$ cat config.mk
export PLATFORM = sky130hd
export DESIGN_NAME = fifo_stream_reader
export DESIGN_NICKNAME = d
export VERILOG_FILES = /design/src/rtl/fifo_pkg.sv /design/src/rtl/fifo_rd_skid.sv /design/src/rtl/fifo_stream_reader.sv
export SDC_FILE = /design/constraint.sdc
export NUM_CORES = 1
export LEC_CHECK = 0
export CELL_PAD_IN_SITES_DETAIL_PLACEMENT = 0
export CELL_PAD_IN_SITES_GLOBAL_PLACEMENT = 1
export CORE_ASPECT_RATIO = 0.8
export CORE_MARGIN = 2
export CORE_UTILIZATION = 46
export CTS_CLUSTER_SIZE = 24
export DETAILED_ROUTE_END_ITERATION = 6
export DONT_BUFFER_PORTS = 1
export GPL_ROUTABILITY_DRIVEN = 0
export GPL_TIMING_DRIVEN = 0
export PLACE_DENSITY_LB_ADDON = 0.1
export RECOVER_POWER = 100
export SETUP_SLACK_MARGIN = 0.2
export SLEW_MARGIN = 20
export SYNTH_ARGS = -nofsm -noshare
export SYNTH_HDL_FRONTEND = slang
export SYNTH_SLANG_ARGS = --single-unit
$ cat constraint.sdc
create_clock -name clk_i -period 2.65 [get_ports clk_i]
set_clock_uncertainty 0.2 [all_clocks]
set_input_delay 0 -clock clk_i [delete_from_list [all_inputs] [get_ports clk_i]]
set_output_delay 0 -clock clk_i [all_outputs]
set_load 0.005 [all_outputs]
$ cat src/rtl/fifo_pkg.sv
// Shared types for the FIFO read-side stream logic.
// The occupancy encoding doubles as the entry count (0, 1, 2).
package fifo_pkg;

    typedef enum logic [1:0] {
        OCC_EMPTY = 2'd0,
        OCC_ONE   = 2'd1,
        OCC_TWO   = 2'd2
    } occ_state_t;

endpackage

$ cat src/rtl/fifo_rd_skid.sv
// Two-entry output buffer with occupancy FSM; head entry drives the stream.
// The FSM state is exported on state_o so checkers can observe occupancy directly.
module fifo_rd_skid
    import fifo_pkg::*;
#(
    parameter int DATA_SIZE = 8
) (
    input  logic                 clk_i,
    input  logic                 rst_i,
    input  logic                 push_i,
    input  logic [DATA_SIZE-1:0] push_data_i,
    input  logic                 pop_i,
    output logic                 valid_o,
    output logic [DATA_SIZE-1:0] data_o,
    output occ_state_t           state_o
);

    occ_state_t           state_q, state_d;
    logic [DATA_SIZE-1:0] head_q, head_d;
    logic [DATA_SIZE-1:0] tail_q, tail_d;
    logic                 pop;

    assign pop = pop_i && (state_q != OCC_EMPTY);

    always_ff @(posedge clk_i) begin
        if (rst_i) begin
            state_q <= OCC_EMPTY;
            head_q  <= '0;
            tail_q  <= '0;
        end else begin
            state_q <= state_d;
            head_q  <= head_d;
            tail_q  <= tail_d;
        end
    end

    always_comb begin
        state_d = state_q;
        head_d  = head_q;
        tail_d  = tail_q;
        case (state_q)
            OCC_EMPTY: begin
                if (push_i) begin
                    state_d = OCC_ONE;
                    head_d  = push_data_i;
                end
            end
            OCC_ONE: begin
                case ({push_i, pop})
                    2'b10: begin
                        state_d = OCC_TWO;
                        tail_d  = push_data_i;
                    end
                    2'b01: state_d = OCC_EMPTY;
                    // Capture and transfer together: new word replaces head, no bubble.
                    2'b11: head_d = push_data_i;
                    default: ;
                endcase
            end
            OCC_TWO: begin
                // The pop-issue logic never lets a push arrive here without a pop.
                if (pop) begin
                    head_d = tail_q;
                    if (push_i) begin
                        tail_d = push_data_i;
                    end else begin
                        state_d = OCC_ONE;
                    end
                end
            end
            default: state_d = OCC_EMPTY;
        endcase
    end

    assign valid_o = (state_q != OCC_EMPTY);
    assign data_o  = head_q;
    assign state_o = state_q;

endmodule

$ cat src/rtl/fifo_stream_reader.sv
// Pops words from a synchronous FIFO (1-cycle read latency) and presents them as a
// valid/ready stream at up to one word per clock, counting delivered words.
module fifo_stream_reader
    import fifo_pkg::*;
#(
    parameter int DATA_SIZE = 8,
    parameter int CNT_W     = 16
) (
    input  logic                 clk_i,
    input  logic                 rst_i,
    input  logic                 fifo_empty_i,
    input  logic [DATA_SIZE-1:0] fifo_data_i,
    output logic                 fifo_rd_o,
    output logic                 m_valid_o,
    input  logic                 m_ready_i,
    output logic [DATA_SIZE-1:0] m_data_o,
    output logic [CNT_W-1:0]     words_o
);

    // Stream handshake: a word transfers on every clk where m_valid_o && m_ready_i;
    // once m_valid_o rises, m_valid_o and m_data_o hold until that transfer happens.

    occ_state_t       occ_state;
    logic             inflight_q;
    logic             xfer;
    logic [1:0]       pending;
    logic [CNT_W-1:0] words_q;

    assign xfer    = m_valid_o && m_ready_i;
    // Buffered words plus the word still coming out of the FIFO; never exceeds 2.
    assign pending = 2'(occ_state) + {1'b0, inflight_q};

    assign fifo_rd_o = !rst_i && !fifo_empty_i &&
                       ((pending < 2'd2) || ((pending == 2'd2) && xfer));

    always_ff @(posedge clk_i) begin
        if (rst_i) begin
            inflight_q <= 1'b0;
            words_q    <= '0;
        end else begin
            inflight_q <= fifo_rd_o;
            if (xfer) begin
                words_q <= words_q + CNT_W'(1);
            end
        end
    end

    fifo_rd_skid #(
        .DATA_SIZE (DATA_SIZE)
    ) u_skid (
        .clk_i       (clk_i),
        .rst_i       (rst_i),
        .push_i      (inflight_q),
        .push_data_i (fifo_data_i),
        .pop_i       (xfer),
        .valid_o     (m_valid_o),
        .data_o      (m_data_o),
        .state_o     (occ_state)
    );

    assign words_o = words_q;

endmodule
==> reports/results.txt, run 1 <==
Vias per inst - 5.45
Clock Latency Late Sink - 290 ps
Synth-to-Final Area Change - 15.8%
Status - completed
WP data required - 2670 ps
H-tree depth - 2
Crit-path max cell delay - 670 ps
Yosys warnings - 0
Final Setup Violations - 0
Slew HR - 53.9%
Top cells by area, synth - dfxtp_1 (45%), mux2i_1 (12%), nor2_1 (8.0%), xnor2_1 (3.9%), a211oi_1 (3.9%)
Row count - 18
Seq/Total Area, Yosys - 45.0%
CP cell instances - nand4_1, or4_1, or3_1, a21oi_1
Share of post-route cells with drive strength above 1 - 5.91%
CP arrival - 2240 ps
Fin. max-slew vios - 0
Max_cap viols - 0
PortBufs - 0
Worst Tran Pin Value - 689 ps
Via count - 1232
Tot GR Track Use - 17.6%
Slowest-stage cell, CP - or4_1
Syn Nets - 182
Max VDD drop - 0.000348 V
Die height - 56.0 um
CP startpoint kind - flip-flop
Routed Antenna Nets - 0
Leakage Power - 0.740 nW
Cells after Synth - 168
Critical path capture point type - flip-flop
Initial Util - 49.4%
Ant. Diodes - 0
Die width - 69.0 um
Synth top area share - 45.0%
CTS resizes - 0
Ports - 38
# Post-CTS Setup Buffers - 0
Cell family with most CP delay - simple AND/OR/NAND/NOR gates
Fmax achieved - 449 MHz
Cell Area, Synth - 0.00156 mm^2
Post-route setup TNS - 0 ps
Vias in the first global route - 1168
Tcrit/Tclk final - 84.0%
Antenna violations before repair - 0
Total power - 1.10 mW
RSZ-0062 raised after global routing - no
Longest Clk Path Bufs - 2
Drt total wl - 3240 um
Setup CP Type - flip-flop to flip-flop
CTS root buf - clkbuf_8
CTS tree - done
Largest net degree at the start of global routing - 12
Total CTS buffers - 5
Hold buffer count at CTS - 11
Core area - 0.00315 mm^2
Die ar. - 0.00387 mm^2
Remaining DRCs - 0
Distinct cells, synth - 32
Worst-path maximum fanout - 9
Nets - 200
CP Buf/Inv Count - 0
GRT overflow - 0
#FFs+latches synth - 35
First-pass GRT wire length - 5330 um
Power per cell area - 611 mW/mm^2
HPWL Detailed - 2250 um
Clk slew on worst S/H paths - 70 ps
DR pass1 iterations - 4
Crit path time final - 2230 ps
CTS sink cnt - 35
DRT iter0 DRCs - 51
Final hold vios - 0
Mean Syn Cell Area - 9.26 um^2
Largest area contributor in the netlist - dfxtp_1
Drt wl/cell - 14.3 um
HP Class - primary input to flip-flop
-- cells in the mapped netlist --
master,n
dfxtp_1,35
nor2_1,33
mux2i_1,19
a211oi_1,8
xnor2_1,7
a21oi_1,6
clkbuf_1,6
nor3_1,6
nand2_1,5
o21ai_0,5
xor2_1,5
nand4_1,4
buf_2,3
nor2b_1,3
or3_1,3
ha_1,2
inv_1,2
nor4_1,2
and3b_1,1
nand2b_1,1
nand3_1,1
nand4_4,1
nor3b_1,1
o2111a_1,1
o2111ai_1,1
o211ai_1,1
o21ai_2,1
o22a_1,1
o2bb2ai_1,1
or2_2,1
or3_2,1
or4_4,1
-- layout make-up --
class                           instances  area [um^2]
Fill cell                             294         1350
Multi-Input combinational cell        122          792
Sequential cell                        35          701
Timing Repair Buffer                   11          110
Clock buffer                            5         68.8
Tap cell                               40         50.0
Clock inverter                          2         37.5
Buffer                                  9         35.0
Inverter                                2         7.51
-- layout by cell type (no fill, tap or decap), types with 3 or more instances in the layout --
cell	n
dfxtp_1	35
nor2_1	33
mux2i_1	19
dlygate4sd3_1	11
clkbuf_1	8
a211oi_1	8
xnor2_1	7
nor3_1	6
a21oi_1	6
o21ai_0	5
nand4_1	5
nand2_1	5
xor2_1	5
clkbuf_8	5
nor2b_1	3
or3_1	3
-- path summary, 6_finish.rpt --
| kind | end | slack (ps) | cells after the start | start |
|---|---|---|---|---|
| setup / recovery | words_o[15] | 420 | 4 | words_o[2] |
| hold / removal | inflight_q | 180 | 2 | fifo_empty_i |
| setup reg to reg | words_o[15] | 420 | 4 | words_o[2] |
| hold reg to reg | u_skid.tail_q[0] | 290 | 2 | u_skid.tail_q[0] |
-- stage by stage --
| step | hold WS, ps | std cells | util (%) | setup WS (ps) | cell area [um^2] |
|---|---|---|---|---|---|
| floorplan | -164 | 168 | - | 762 | 1560 |
| global placement | -157 | 208 | 51.0 | 666 | 1610 |
| detailed placement | -158 | 208 | 51.0 | 608 | 1610 |
| CTS | 169 | 226 | 57.8 | 598 | 1820 |
| global route | 179 | 226 | 57.1 | 260 | 1800 |
| finish | 177 | 226 | 57.1 | 424 | 1800 |
-- layer usage --
layer | track usage (%) | wire length, um | vias up
met3 | 9.24 | 250 | 7
met1 | 19.6 | 1410 | 569
met5 | 0 | 0 | -
met4 | 6.72 | 48 | 0
li1 | - | - | 626
met2 | 28.3 | 1530 | 30
-- logic make-up (layout without fill, tap and decap cells) --
group           Yosys count  after routing  share of synthesized area [%]
simple gates             64             64                           20.7
xor+xnor                 12             12                           6.75
fa+ha+maj                 2              2                           1.61
mux                      19             19                           12.2
flops                    35             35                           45.0
compound gates           25             25                           10.9
buf+inv                  11             29                           2.89
-- power by group --
part	leakage [nW]	internal (mW)	switching, mW	total, mW
registers	0.284	0.543	0.0152	0.559
logic	0.405	0.0388	0.0465	0.0853
clock network	0.0502	0.275	0.183	0.457
total	0.740	0.857	0.244	1.10
-- registers in the layout (all words and copies together), names as in the netlist --
signal / flops
inflight_q: 1
u_skid.data_o: 8
u_skid.tail_q: 8
u_skid.state_o: 2
words_o: 16
Note: power is estimated with default switching activity, not from simulation.
==> run 2, diff against run 1 <==
Clock period 2.65 ns to 2.15 ns, I/O delays scaled along.
==> reports/results.txt, run 2 (synthesis gave the netlist of run 1 again) <==
Status - completed
Row count - 18 (unchanged)
DP Area - 0.00161 mm^2 (unchanged)
Nets - 205 (+2.5%)
Reg2Reg Setup Slack - 210 ps (-220 ps)
Die height - 56.0 um (unchanged)
DP Worst Slack - 108 ps (-500 ps)
Commonest non-fill, non-tap cell in the layout - nor2_1
Largest net degree at the start of global routing - 12 (unchanged)
Placed cells - 208 (unchanged)
Final Setup Violations - 0 (unchanged)
Total CTS buffers - 5 (unchanged)
Fill count - 285 (-3.1%)
Final instance area - 0.00189 mm^2 (+5.1%)
CP arrival - 1960 ps (-280 ps)
CP startpoint kind - flip-flop
Reg area - 712 um^2 (+1.6%)
RR Startpoint - words_o[3]
Setup CP Type - flip-flop to flip-flop
Largest register FFs - 16 (unchanged)
DRT iter0 DRCs - 62 (+22%)
HP Class - primary input to flip-flop
Non-filler instance count after layout - 231 (+2.2%)
R2R depth - 4 (unchanged)
HPWL Detailed - 2250 um (unchanged)
Clk slew on worst S/H paths - 70 ps (about the same)
Remaining DRCs - 0 (unchanged)
Core area - 0.00315 mm^2 (unchanged)
Via count - 1271 (+3.2%)
First-pass GRT wire length - 5450 um (+2.2%)
GRT overflow - 0 (unchanged)
Max_cap viols - 0 (unchanged)
Clock Latency Late Sink - 280 ps (about the same)
Multi-input combinational cell area - 831 um^2 (+4.9%)
Ant. Diodes - 0 (unchanged)
Crit path time final - 1940 ps (-282 ps)
Critical path capture point type - flip-flop
RSZ-0062 raised after global routing - no
WP data required - 2170 ps (-500 ps)
Power per cell area - 716 mW/mm^2 (+17%)
Die width - 69.0 um (unchanged)
Die ar. - 0.00387 mm^2 (unchanged)
Post-route setup TNS - 0 ps (unchanged)
Routed Antenna Nets - 0 (unchanged)
Worst-path maximum fanout - 6 (-3)
Synth-to-Final Area Change - 21.7%
Hold Crit Endpoint - inflight_q
CTS sink cnt - 35 (unchanged)
Share of post-route cells with drive strength above 1 - 14.1% (+8.2 points)
Ports - 38 (unchanged)
Leakage Power - 0.795 nW (+7.4%)
Worst Tran Pin Value - 512 ps (-177 ps)
Worst Hold Launch - fifo_empty_i
Initial Util - 49.4% (unchanged)
Final WS setup - 207 ps (-218 ps)
Fmax achieved - 515 MHz (+15%)
Final hold vios - 0 (unchanged)
Fin. max-slew vios - 0 (unchanged)
Antenna violations before repair - 0 (unchanged)
PortBufs - 0 (unchanged)
Vias per inst - 5.50 (+0.93%)
Slew HR - 65.9% (+12 points)
Longest Clk Path Bufs - 2 (unchanged)
Drt wl/cell - 14.7 um (+2.9%)
H-tree depth - 2 (unchanged)
Total power - 1.36 mW (+23%)
Most frequent cells in the layout - nor2_1 (33), dfxtp_1 (32), mux2i_1 (19), dlygate4sd3_1 (11), a211oi_1 (8)
Reg-to-reg endpoint - words_o[13]
CTS root buf - clkbuf_8
Drt total wl - 3400 um (+5.1%)
Max VDD drop - 0.000429 V (+23%)
Worst Hold Path Cells - 2 (unchanged)
Tot GR Track Use - 17.9% (+0.38 points)
Tcrit/Tclk final - 90.4% (+6.4 points)
DR pass1 iterations - 4 (unchanged)
Vias in the first global route - 1198 (+2.6%)
CTS tree - done
-- run 2: cell type report --
cell class	count	share of cell area, %
clock buffer	5	3.63
inverter	2	0.396
timing repair buffer	16	7.79
tap	40	2.64
clock inverter	2	1.98
multi-input combinational	122	43.9
buffer	9	2.11
sequential	35	37.6
-- run 2: critical path, cell delays in order, from the launching register on --
cell	delay, ps
dfxtp_1	460
nand4_4	170
or4_4	590
or3_1	320
a21oi_1	140
-- run 2: how the worst max path moves through the flow --
| stage | startpoint | end | slack (ps) | depth (start not counted) |
|---|---|---|---|---|
| after global routing | words_o[3] | words_o[13] | 100 | 4 |
| final | words_o[3] | words_o[13] | 210 | 4 |
| after floorplan | words_o[2] | words_o[15] | 260 | 4 |
| after CTS | words_o[0] | words_o[15] | 200 | 4 |
| after detailed placement | u_skid.state_o[0] | u_skid.tail_q[4] | 110 | 5 |
| after global placement | u_skid.state_o[0] | u_skid.tail_q[7] | 170 | 5 |
-- run 2: report_power, final --
part	switching, mW	leakage (nW)	internal, mW
registers	0.0193	0.287	0.666
logic	0.0589	0.458	0.0499
clock network	0.223	0.0502	0.338
total	0.301	0.795	1.05
-- run 2: metrics by stage --
stage               hold WS, ps  utilization (%)
floorplan                  -164                -
global placement           -157             51.0
detailed placement         -158             51.0
CTS                         169             59.0
global route                179             60.1
finish                      176             60.1
-- run 2: layer usage --
metal / GRT usage [%] / wire length, um / vias to the layer above
met5: 0 / 0 / -
met1: 20.1 / 1450 / 593
met3: 9.06 / 255 / 7
met4: 7.00 / 48 / 0
met2: 29.1 / 1650 / 32
li1: - / - / 639
-- run 2: what timing repair did --
action,4_1_cts,5_1_grt
cloned,0,0
pin swaps,1,4
buffers inserted,1,4
hold buffers,11,0
resized for setup,10,13
setup endpoints to repair,15,15
endpoints found under the hold margin,21,0
==> run 3, diff against run 2 <==
Settings changed: GPL_TIMING_DRIVEN 0 to not set.
==> reports/results.txt, run 3 (synthesis gave the netlist of run 1 again) <==
Status - complete, but fails checks
Failing checks - negative hold slack
Die ar. - 0.00387 mm^2 (unchanged)
Remaining DRCs - 0 (unchanged)
Vias in the first global route - 1155 (-3.6%)
DP Area - 0.00161 mm^2 (unchanged)
WP data required - 2170 ps (about the same)
CTS root buf - clkbuf_8
Worst Hold Path Cells - 3 (+1)
Drt total wl - 3330 um (-2.1%)
Drt wl/cell - 14.5 um (-1.3%)
Die height - 56.0 um (unchanged)
Routed Antenna Nets - 0 (unchanged)
Initial Util - 49.4% (unchanged)
DRT iter0 DRCs - 44 (-29%)
Crit-path max cell delay - 560 ps (-30 ps)
Hold Crit Endpoint - words_o[6]
Clock Latency Late Sink - 280 ps (about the same)
Core area - 0.00315 mm^2 (unchanged)
Antenna violations before repair - 0 (unchanged)
RR Startpoint - words_o[7]
Final WS setup - 136 ps (-70.7 ps)
Share of post-route cells with drive strength above 1 - 11.1% (-3.0 points)
Fin. max-slew vios - 0 (unchanged)
Reg2Reg Setup Slack - 140 ps (-70 ps)
Largest register FFs - 16 (unchanged)
PortBufs - 0 (unchanged)
R2R depth - 4 (unchanged)
Tot GR Track Use - 17.9% (-0.064 points)
Fill count - 288 (+1.1%)
Cell family with most CP delay - simple AND/OR/NAND/NOR gates
Nets - 202 (-1.5%)
CP startpoint kind - flip-flop
CTS sink cnt - 35 (unchanged)
DP Worst Slack - 167 ps (+59.5 ps)
Commonest non-fill, non-tap cell in the layout - nor2_1
Row count - 18 (unchanged)
Slew HR - 61.0% (-4.8 points)
Vias per inst - 5.37 (-2.5%)
Ports - 38 (unchanged)
GRT overflow - 0 (unchanged)
Ant. Diodes - 0 (unchanged)
DR pass1 iterations - 4 (unchanged)
Worst Tran Pin Value - 581 ps (+69.1 ps)
HPWL Detailed - 2120 um (-5.5%)
Worst-path maximum fanout - 5 (-1)
Crit path time final - 2010 ps (+70.7 ps)
Most frequent cells in the layout - nor2_1 (33), dfxtp_1 (32), mux2i_1 (19), dlygate4sd3_1 (14), a211oi_1 (8)
Leakage Power - 0.805 nW (+1.3%)
Post-route setup TNS - 0 ps (unchanged)
Final instance area - 0.00189 mm^2 (-0.20%)
Power per cell area - 699 mW/mm^2 (-2.4%)
CP arrival - 2030 ps (+70 ps)
Final Setup Violations - 0 (unchanged)
Reg-to-reg endpoint - words_o[15]
Max VDD drop - 0.000285 V (-34%)
H-tree depth - 2 (unchanged)
Critical path capture point type - flip-flop
Placed cells - 204 (-1.9%)
Clk slew on worst S/H paths - 70 ps (about the same)
Worst Hold Launch - m_ready_i
CTS tree - done
RSZ-0062 raised after global routing - yes
Non-filler instance count after layout - 229 (-0.87%)
Longest Clk Path Bufs - 2 (unchanged)
Fmax achieved - 497 MHz (-3.5%)
First-pass GRT wire length - 5530 um (+1.4%)
Total CTS buffers - 5 (unchanged)
CP cell instances - nand4_1, or4_4, or3_1, a21oi_1
Via count - 1229 (-3.3%)
Hold WS - -15.4 ps (-191 ps)
HP Class - primary input to flip-flop
Slowest-stage cell, CP - or4_4
Die width - 69.0 um (unchanged)
Largest net degree at the start of global routing - 33 (+21)
Tcrit/Tclk final - 93.7% (+3.3 points)
Final hold vios - 1 (+1)
Synth-to-Final Area Change - 21.5%
CP Buf/Inv Count - 0 (unchanged)
Max_cap viols - 0 (unchanged)
Setup CP Type - flip-flop to flip-flop
run 3: cell count changes in the layout (fill, tap and decap cells not counted), sizes merged:
cell / delta
buf: -5
bufinv: -1
clkbuf: +2
clkinvlp: -1
dlygate4sd3: +3
run 3: per-layer routing:
layer	vias up	part of all wire, %	global-route usage [%]	wire (um)
met2	27	43	27.3	1440
met3	3	5.7	5.80	191
met1	565	50	23.5	1670
met5	-	0	0	0
met4	0	0.84	6.72	28
li1	634	-	-	-
run 3: cell type report:
class                           instances  area, um^2  share of cell area (%)
Multi-Input combinational cell        122         817                    43.2
Sequential cell                        35         704                    37.3
Timing Repair Buffer                   22         211                    11.2
Clock buffer                            8         100                    5.29
Tap cell                               40        50.0                    2.65
Inverter                                2        7.51                   0.397
run 3: where the power goes:
group | internal (mW) | switching [mW] | leakage (nW)
combinational | 0.0576 | 0.0562 | 0.468
clock | 0.292 | 0.225 | 0.0515
sequential | 0.670 | 0.0195 | 0.286
run 3: how the worst max path moves through the flow:
stage                       from               end  slack [ps]  depth (start not counted)
6_report              words_o[7]       words_o[15]         140                          4
5_1_grt        u_skid.state_o[1]  u_skid.data_o[7]          80                          4
4_1_cts               words_o[4]       words_o[15]         180                          4
3_5_place_dp          words_o[3]       words_o[15]         170                          4
3_3_place_gp          words_o[3]       words_o[15]         180                          4
2_1_floorplan         words_o[2]       words_o[15]         260                          4
run 3: per-stage QoR:
stage / power, mW / util, %
global route: 1.38 / 60.0
global placement: 0.774 / 51.0
CTS: 1.34 / 60.2
floorplan: 0.769 / -
finish: 1.32 / 60.0
detailed placement: 0.776 / 51.0
run 3: worst register-to-register path, cell delays in order (launching register included):
cell and delay, ps:
dfxtp_1 460, nand4_1 240, or4_4 570, or3_1 360
a21oi_1 130
run 3: repair_timing:
item / CTS / global route
endpoints found under the setup margin: 10 / 9
hold buffers: 16 / 0
hold endpoints to repair: 36 / 0
setup buffers: 0 / 1
resized for setup: 4 / 3
